`src/rtl/uart_tx_framer.sv`:
```
// UART transmit framer: serialises one parallel payload per frame as
// start bit, DATA_WIDTH payload bits (LSB first), optional parity bit and
// STOP_BITS stop bits. Each frame bit lasts one baud_en interval.
//
// Handshake: while busy=0, a data_valid=1 seen at a rising edge is accepted.
// The payload and the parity controls are latched at that edge. data_ack
// pulses for exactly the following cycle and busy rises in that same cycle.
// Requests made while busy=1 are ignored. There is no back-pressure on the
// serial side.
module uart_tx_framer #(
    parameter int DATA_WIDTH = 8,
    parameter int STOP_BITS  = 1
) (
    input  logic                  clk,
    input  logic                  rst,
    input  logic                  baud_en,
    input  logic [DATA_WIDTH-1:0] p_data,
    input  logic                  data_valid,
    input  logic                  par_en,
    input  logic                  par_typ,
    output logic                  tx_out,
    output logic                  busy,
    output logic                  data_ack,
    output logic [2:0]            fsm_state
);

    localparam int CNT_W = $clog2(DATA_WIDTH);
    localparam logic [CNT_W-1:0] LAST_BIT = CNT_W'(DATA_WIDTH - 1);
    localparam logic LAST_STOP = 1'(STOP_BITS - 1);

    typedef enum logic [2:0] {
        IDLE   = 3'd0,
        START  = 3'd1,
        DATA   = 3'd2,
        PARITY = 3'd3,
        STOP   = 3'd4
    } state_t;

    state_t                  state;
    logic [CNT_W-1:0]        bit_cnt;
    logic                    stop_cnt;
    logic [DATA_WIDTH-1:0]   data_q;
    logic                    par_en_q;
    logic                    par_bit_q;

    // Debug view of the FSM for observation by checkers.
    assign fsm_state = state;

    // Frame sequencer: acceptance in IDLE, otherwise advance only on baud_en.
    always_ff @(posedge clk or posedge rst) begin
        if (rst) begin
            state     <= IDLE;
            bit_cnt   <= '0;
            stop_cnt  <= 1'b0;
            data_q    <= '0;
            par_en_q  <= 1'b0;
            par_bit_q <= 1'b0;
            tx_out    <= 1'b1;
            busy      <= 1'b0;
            data_ack  <= 1'b0;
        end else begin
            data_ack <= 1'b0;
            case (state)
                IDLE: begin
                    tx_out <= 1'b1;
                    if (data_valid) begin
                        data_q    <= p_data;
                        par_en_q  <= par_en;
                        par_bit_q <= (^p_data) ^ par_typ;
                        data_ack  <= 1'b1;
                        busy      <= 1'b1;
                        state     <= START;
                    end
                end
                START: begin
                    if (baud_en) begin
                        tx_out  <= 1'b0;
                        bit_cnt <= '0;
                        state   <= DATA;
                    end
                end
                DATA: begin
                    if (baud_en) begin
                        tx_out <= data_q[bit_cnt];
                        if (bit_cnt == LAST_BIT) begin
                            // Clear instead of incrementing so the counter never wraps.
                            bit_cnt <= '0;
                            state   <= par_en_q ? PARITY : STOP;
                        end else begin
                            bit_cnt <= bit_cnt + 1'b1;
                        end
                    end
                end
                PARITY: begin
                    if (baud_en) begin
                        tx_out <= par_bit_q;
                        state  <= STOP;
                    end
                end
                STOP: begin
                    if (baud_en) begin
                        tx_out <= 1'b1;
                        if (stop_cnt == LAST_STOP) begin
                            // Line stays at 1 in IDLE, so the last stop bit is never cut short.
                            stop_cnt <= 1'b0;
                            busy     <= 1'b0;
                            state    <= IDLE;
                        end else begin
                            stop_cnt <= stop_cnt + 1'b1;
                        end
                    end
                end
                default: begin
                    tx_out <= 1'b1;
                    busy   <= 1'b0;
                    state  <= IDLE;
                end
            endcase
        end
    end

endmodule

```
`config.mk`:
```
export PLATFORM = sky130hd
export DESIGN_NAME = uart_tx_framer
export DESIGN_NICKNAME = d
export VERILOG_FILES = /design/src/rtl/uart_tx_framer.sv
export SDC_FILE = /design/constraint.sdc
export NUM_CORES = 1
export LEC_CHECK = 0
export ABC_AREA = 1
export CAP_MARGIN = 20
export CELL_PAD_IN_SITES_DETAIL_PLACEMENT = 1
export CELL_PAD_IN_SITES_GLOBAL_PLACEMENT = 2
export CORE_ASPECT_RATIO = 1.1
export CORE_MARGIN = 1
export CORE_UTILIZATION = 31
export CTS_CLUSTER_SIZE = 14
export DETAILED_ROUTE_END_ITERATION = 10
export GPL_ROUTABILITY_DRIVEN = 0
export PLACE_DENSITY = 0.92
export SYNTH_ARGS = -nofsm -noshare
export SYNTH_HDL_FRONTEND = slang
export SYNTH_SLANG_ARGS = --single-unit
```
`constraint.sdc`:
```
create_clock -name clk -period 3.6 [get_ports clk]
set_input_delay 1.08 -clock clk [delete_from_list [all_inputs] [get_ports clk]]
set_output_delay 1.08 -clock clk [all_outputs]
set_load 0.005 [all_outputs]
```
==> run summary <==
The post-route core utilization is 40.4%. The worst hold slack is 495 ps. The startpoint of the most critical register-to-register path is fsm_state[0]$_DFFE_PP0P_. The layout overhead on the synthesized area came out at 22.8%.

After detailed routing, the total wire length is 2.51 mm. The top achievable clock speed came out at 412 MHz. Of the total synthesized cell area, the portion taken by AND, OR, NAND and NOR gates is 33.6%. The number of port buffers is 19. The multiplexer area fraction after synthesis came out at 0%. The Yosys warning count came out at 0.

Averaged over all synthesized cells, the footprint is 7.19 µm². The clock insertion delay at the later pin of the skew report came out at 300 ps. Hold repair after CTS inserted 0 buffers. Counting every sink on the clock net gives 19.

Signal routing reaches up to met4. In this run the standard cell core region covers 0.00339 mm². Summing the areas of all fa, ha and maj instances in the mapped netlist gives 2.24% of the synthesized area. TritonCTS built the clock tree. The total power density per cell area is 710 mW/mm². The logic depth of the worst setup path including buffers came out at 1.

The initial utilization of the core area, before any placement, comes to 32.9%. The main combinational cell family by area after synthesis is simple AND/OR/NAND/NOR gates. The flow ran to the end, and the final reports show no timing, DRC or antenna violations. Setup repair after global routing left no endpoint under its margin. The slack of the worst reg-to-reg path came out at 2060 ps. The number of buffers inserted by post-CTS setup repair came out at 0. The slowest stage of the critical path belongs to the cell sky130_fd_sc_hd__clkdlybuf4s50_1. The worst vdd rail ir drop came out at 0.000139 V. The via count of the first global-routing pass came out at 1078. The critical path in this run is classified as flip-flop to output pin. Following the worst setup path forward leads to its endpoint at fsm_state[2]. The aggregate global-route resource usage is 15.9%. In this run, synthesis produced a sequential element count of 19.

Summed over all failing endpoints, the final setup total negative slack is 0 ps. The mean routed wirelength per cell is 11.2 µm. The initialized floorplan defines 22 standard-cell rows. The number of detailed-routing iterations run before antenna repair came out at 3.

Counting instances in the post-synthesis netlist gives the leading cell types as sky130_fd_sc_hd__nand2_1 (55), sky130_fd_sc_hd__inv_1 (25), sky130_fd_sc_hd__dfrtp_1 (18). The routed layout has 1032 vias. The count of nets left with antenna violations once routing finished came out at 0. The endpoint identified for the worst register-to-register timing path is data_q[6]$_DFFE_PP0P_.

The number of antenna violations at the first check in global routing came out at 0. After detailed routing, the wire length on met1 is 1.03 mm. Along the worst path, the maximum fanout reaches 6.

The total overflow left after global routing is 0. The number of clock buffers added by TritonCTS is 3. The share of the synthesized area in the top cell type came out at 40.4%.

The data arrival time of the critical path is 1350 ps. The worst path buffer plus inverter count is 1. The setup violation total in the final timing report came out at 0.

The deepest level of the CTS H-tree is 1. The repair_antennas step left the layout with diodes totalling 0. The xor and xnor fraction of the mapped netlist area is 0.786%. STA classifies the critical path endpoint as an output pin. The first-pass GRT wire length is 4.62 mm. On the worst path, the slowest cell contributes a delay of 550 ps. In this run the worst hold path is classified as flip-flop to flip-flop.

The wire length on met3 is 56 µm. Summing the sequential cell areas from Yosys gives 42.8% of the chip area. The max-slew violation total from the final report is 0. The ratio of cells with drive above 1 in the final layout is 9.09%. The synthesized netlist devotes 9.20% of its cell area to compound gates. The post-synthesis cell type with the largest combined area is sky130_fd_sc_hd__dfrtp_1. The cell chosen for the clock root is sky130_fd_sc_hd__clkbuf_4. The y dimension of the die is 64.9 µm. The average vias per placed instance is 4.61. The mapped cell area is 0.00111 mm². The layout net count is 193. By instance count, the leading cell after synthesis is sky130_fd_sc_hd__nand2_1. The critical path starts at fsm_state[2]$_DFFE_PP0P_.

The dominant register cell in the synthesized netlist is sky130_fd_sc_hd__dfrtp_1. In the post-synthesis netlist, the biggest area contributors are sky130_fd_sc_hd__dfrtp_1 (40%), sky130_fd_sc_hd__nand2_1 (19%), sky130_fd_sc_hd__inv_1 (8.4%). STA classifies the critical path startpoint as a flip-flop. The clock edge transition at the registers on the reported setup and hold paths is 110 ps. The number of nets in the synthesized netlist came out at 171.

The signal on the critical path passes through clkdlybuf4s50_1. The final count of hold timing violations came out at 0. The x dimension of the die came out at 59.2 µm.

Broken down by cell family, the worst path's largest delay share belongs to buffers and inverters. The die area came out at 0.00384 mm². In the synthesized netlist the async set-or-reset flop fraction comes to 100%. The DRC violations left is 0. Clock skew on the completed layout was measured at 7.92 ps. The number of instances in the synthesized netlist came out at 155.

The final critical-path share of the clock period came out at 67.5%. Entering global routing, the biggest net connects 21 pins. The total of cells resized after clock tree synthesis is 0.

The worst path needs 2430 ps of the cycle, external delays included. The critical path required time is 2520 ps. The longest clock path from root to sink contains 2 buffers. The wire length on met2 came out at 1.35 mm.

After synthesis, the netlist uses 22 different library cells. The max capacitance violation total is 0. The reported leakage power came out at 0.704 nW. In this run the count of I/O pins placed on the die edge is 20. The max-slew headroom at the worst pin came out at 51.4%. At the pin with the least slew margin, the transition time is 728 ps.

The HPWL after detailed placement came out at 2.05 mm. The DRC marker count from the first detailed-route iteration came out at 19. The cell count of the worst reg-to-reg path is 8.

The synthesized design contains 0 enable-type register cells.
layer usage:
| layer | up-vias | GRT usage, % |
|---|---|---|
| li1 | 518 | - |
| met1 | 486 | 18.8 |
| met2 | 20 | 28.0 |
| met3 | 8 | 1.40 |
| met4 | 0 | 8.33 |
| met5 | - | 0 |
layout make-up:
| class | count | area, µm² |
|---|---|---|
| sequential | 19 | 477 |
| timing repair buffer | 19 | 190 |
| clock buffer | 4 | 26.3 |
| multi-input combinational | 106 | 510 |
| inverter | 28 | 105 |
| tap | 48 | 60.1 |
| fill | 444 | 2020 |
sequential cells by signal (all words and copies together) (netlist names):
signal and count:
bit_cnt 3, busy 1, data_ack 1, data_q 8, fsm_state 3, par_bit_q 1
par_en_q 1, tx_out 1
where the power goes:
group | internal, mW | total [mW] | leakage (nW) | switching (mW)
Clock | 0.0431 | 0.109 | 0.0150 | 0.0654
Sequential | 0.315 | 0.390 | 0.238 | 0.0750
Combinational | 0.203 | 0.474 | 0.452 | 0.271
worst min-delay path by stage:
stage	cells after the start	startpoint	to	slack [ps]
after floorplan	2	data_q[6]$_DFFE_PP0P_	data_q[6]$_DFFE_PP0P_	440
after global placement	2	data_q[6]$_DFFE_PP0P_	data_q[6]$_DFFE_PP0P_	460
after detailed placement	2	tx_out$_DFFE_PP1P_	tx_out$_DFFE_PP1P_	480
after CTS	2	tx_out$_DFFE_PP1P_	tx_out$_DFFE_PP1P_	500
after global routing	2	tx_out$_DFFE_PP1P_	tx_out$_DFFE_PP1P_	510
final	2	tx_out$_DFFE_PP1P_	tx_out$_DFFE_PP1P_	500
cell families (layout without fill, tap and decap cells):
kind of cell | after synthesis | after routing
flip-flops | 19 | 19
adder cells (fa/ha/maj) | 2 | 2
buffers and inverters | 30 | 51
AND/OR/NAND/NOR | 84 | 84
XOR/XNOR | 1 | 1
AO/OA/AOI/OAI | 19 | 19
per-stage QoR:
| step | power, mW | area, µm² | instances | worst slack [ps] |
|---|---|---|---|---|
| after floorplan | 0.720 | 1110 | 155 | 1930 |
| after global placement | 0.853 | 1340 | 220 | 1280 |
| after detailed placement | 0.879 | 1340 | 220 | 1280 |
| after CTS | 0.990 | 1370 | 224 | 1150 |
| after global routing | 1.08 | 1370 | 224 | 1110 |
| final | 0.972 | 1370 | 224 | 1170 |
layout by cell type, fill, tap and decap left out, drive strengths merged:
| cell | instances |
|---|---|
| nand2 | 58 |
| inv | 28 |
| clkdlybuf4s50 | 19 |
| dfrtp | 18 |
| nand3 | 16 |
| o21ai | 13 |
| nor2 | 8 |
| a21oi | 4 |
| clkbuf | 4 |
| ha | 2 |
| xor2 | 1 |
| a21boi | 1 |
| or2 | 1 |
| o22ai | 1 |
| nor3 | 1 |
| dfstp | 1 |
Power figures use the tool's default switching activity.
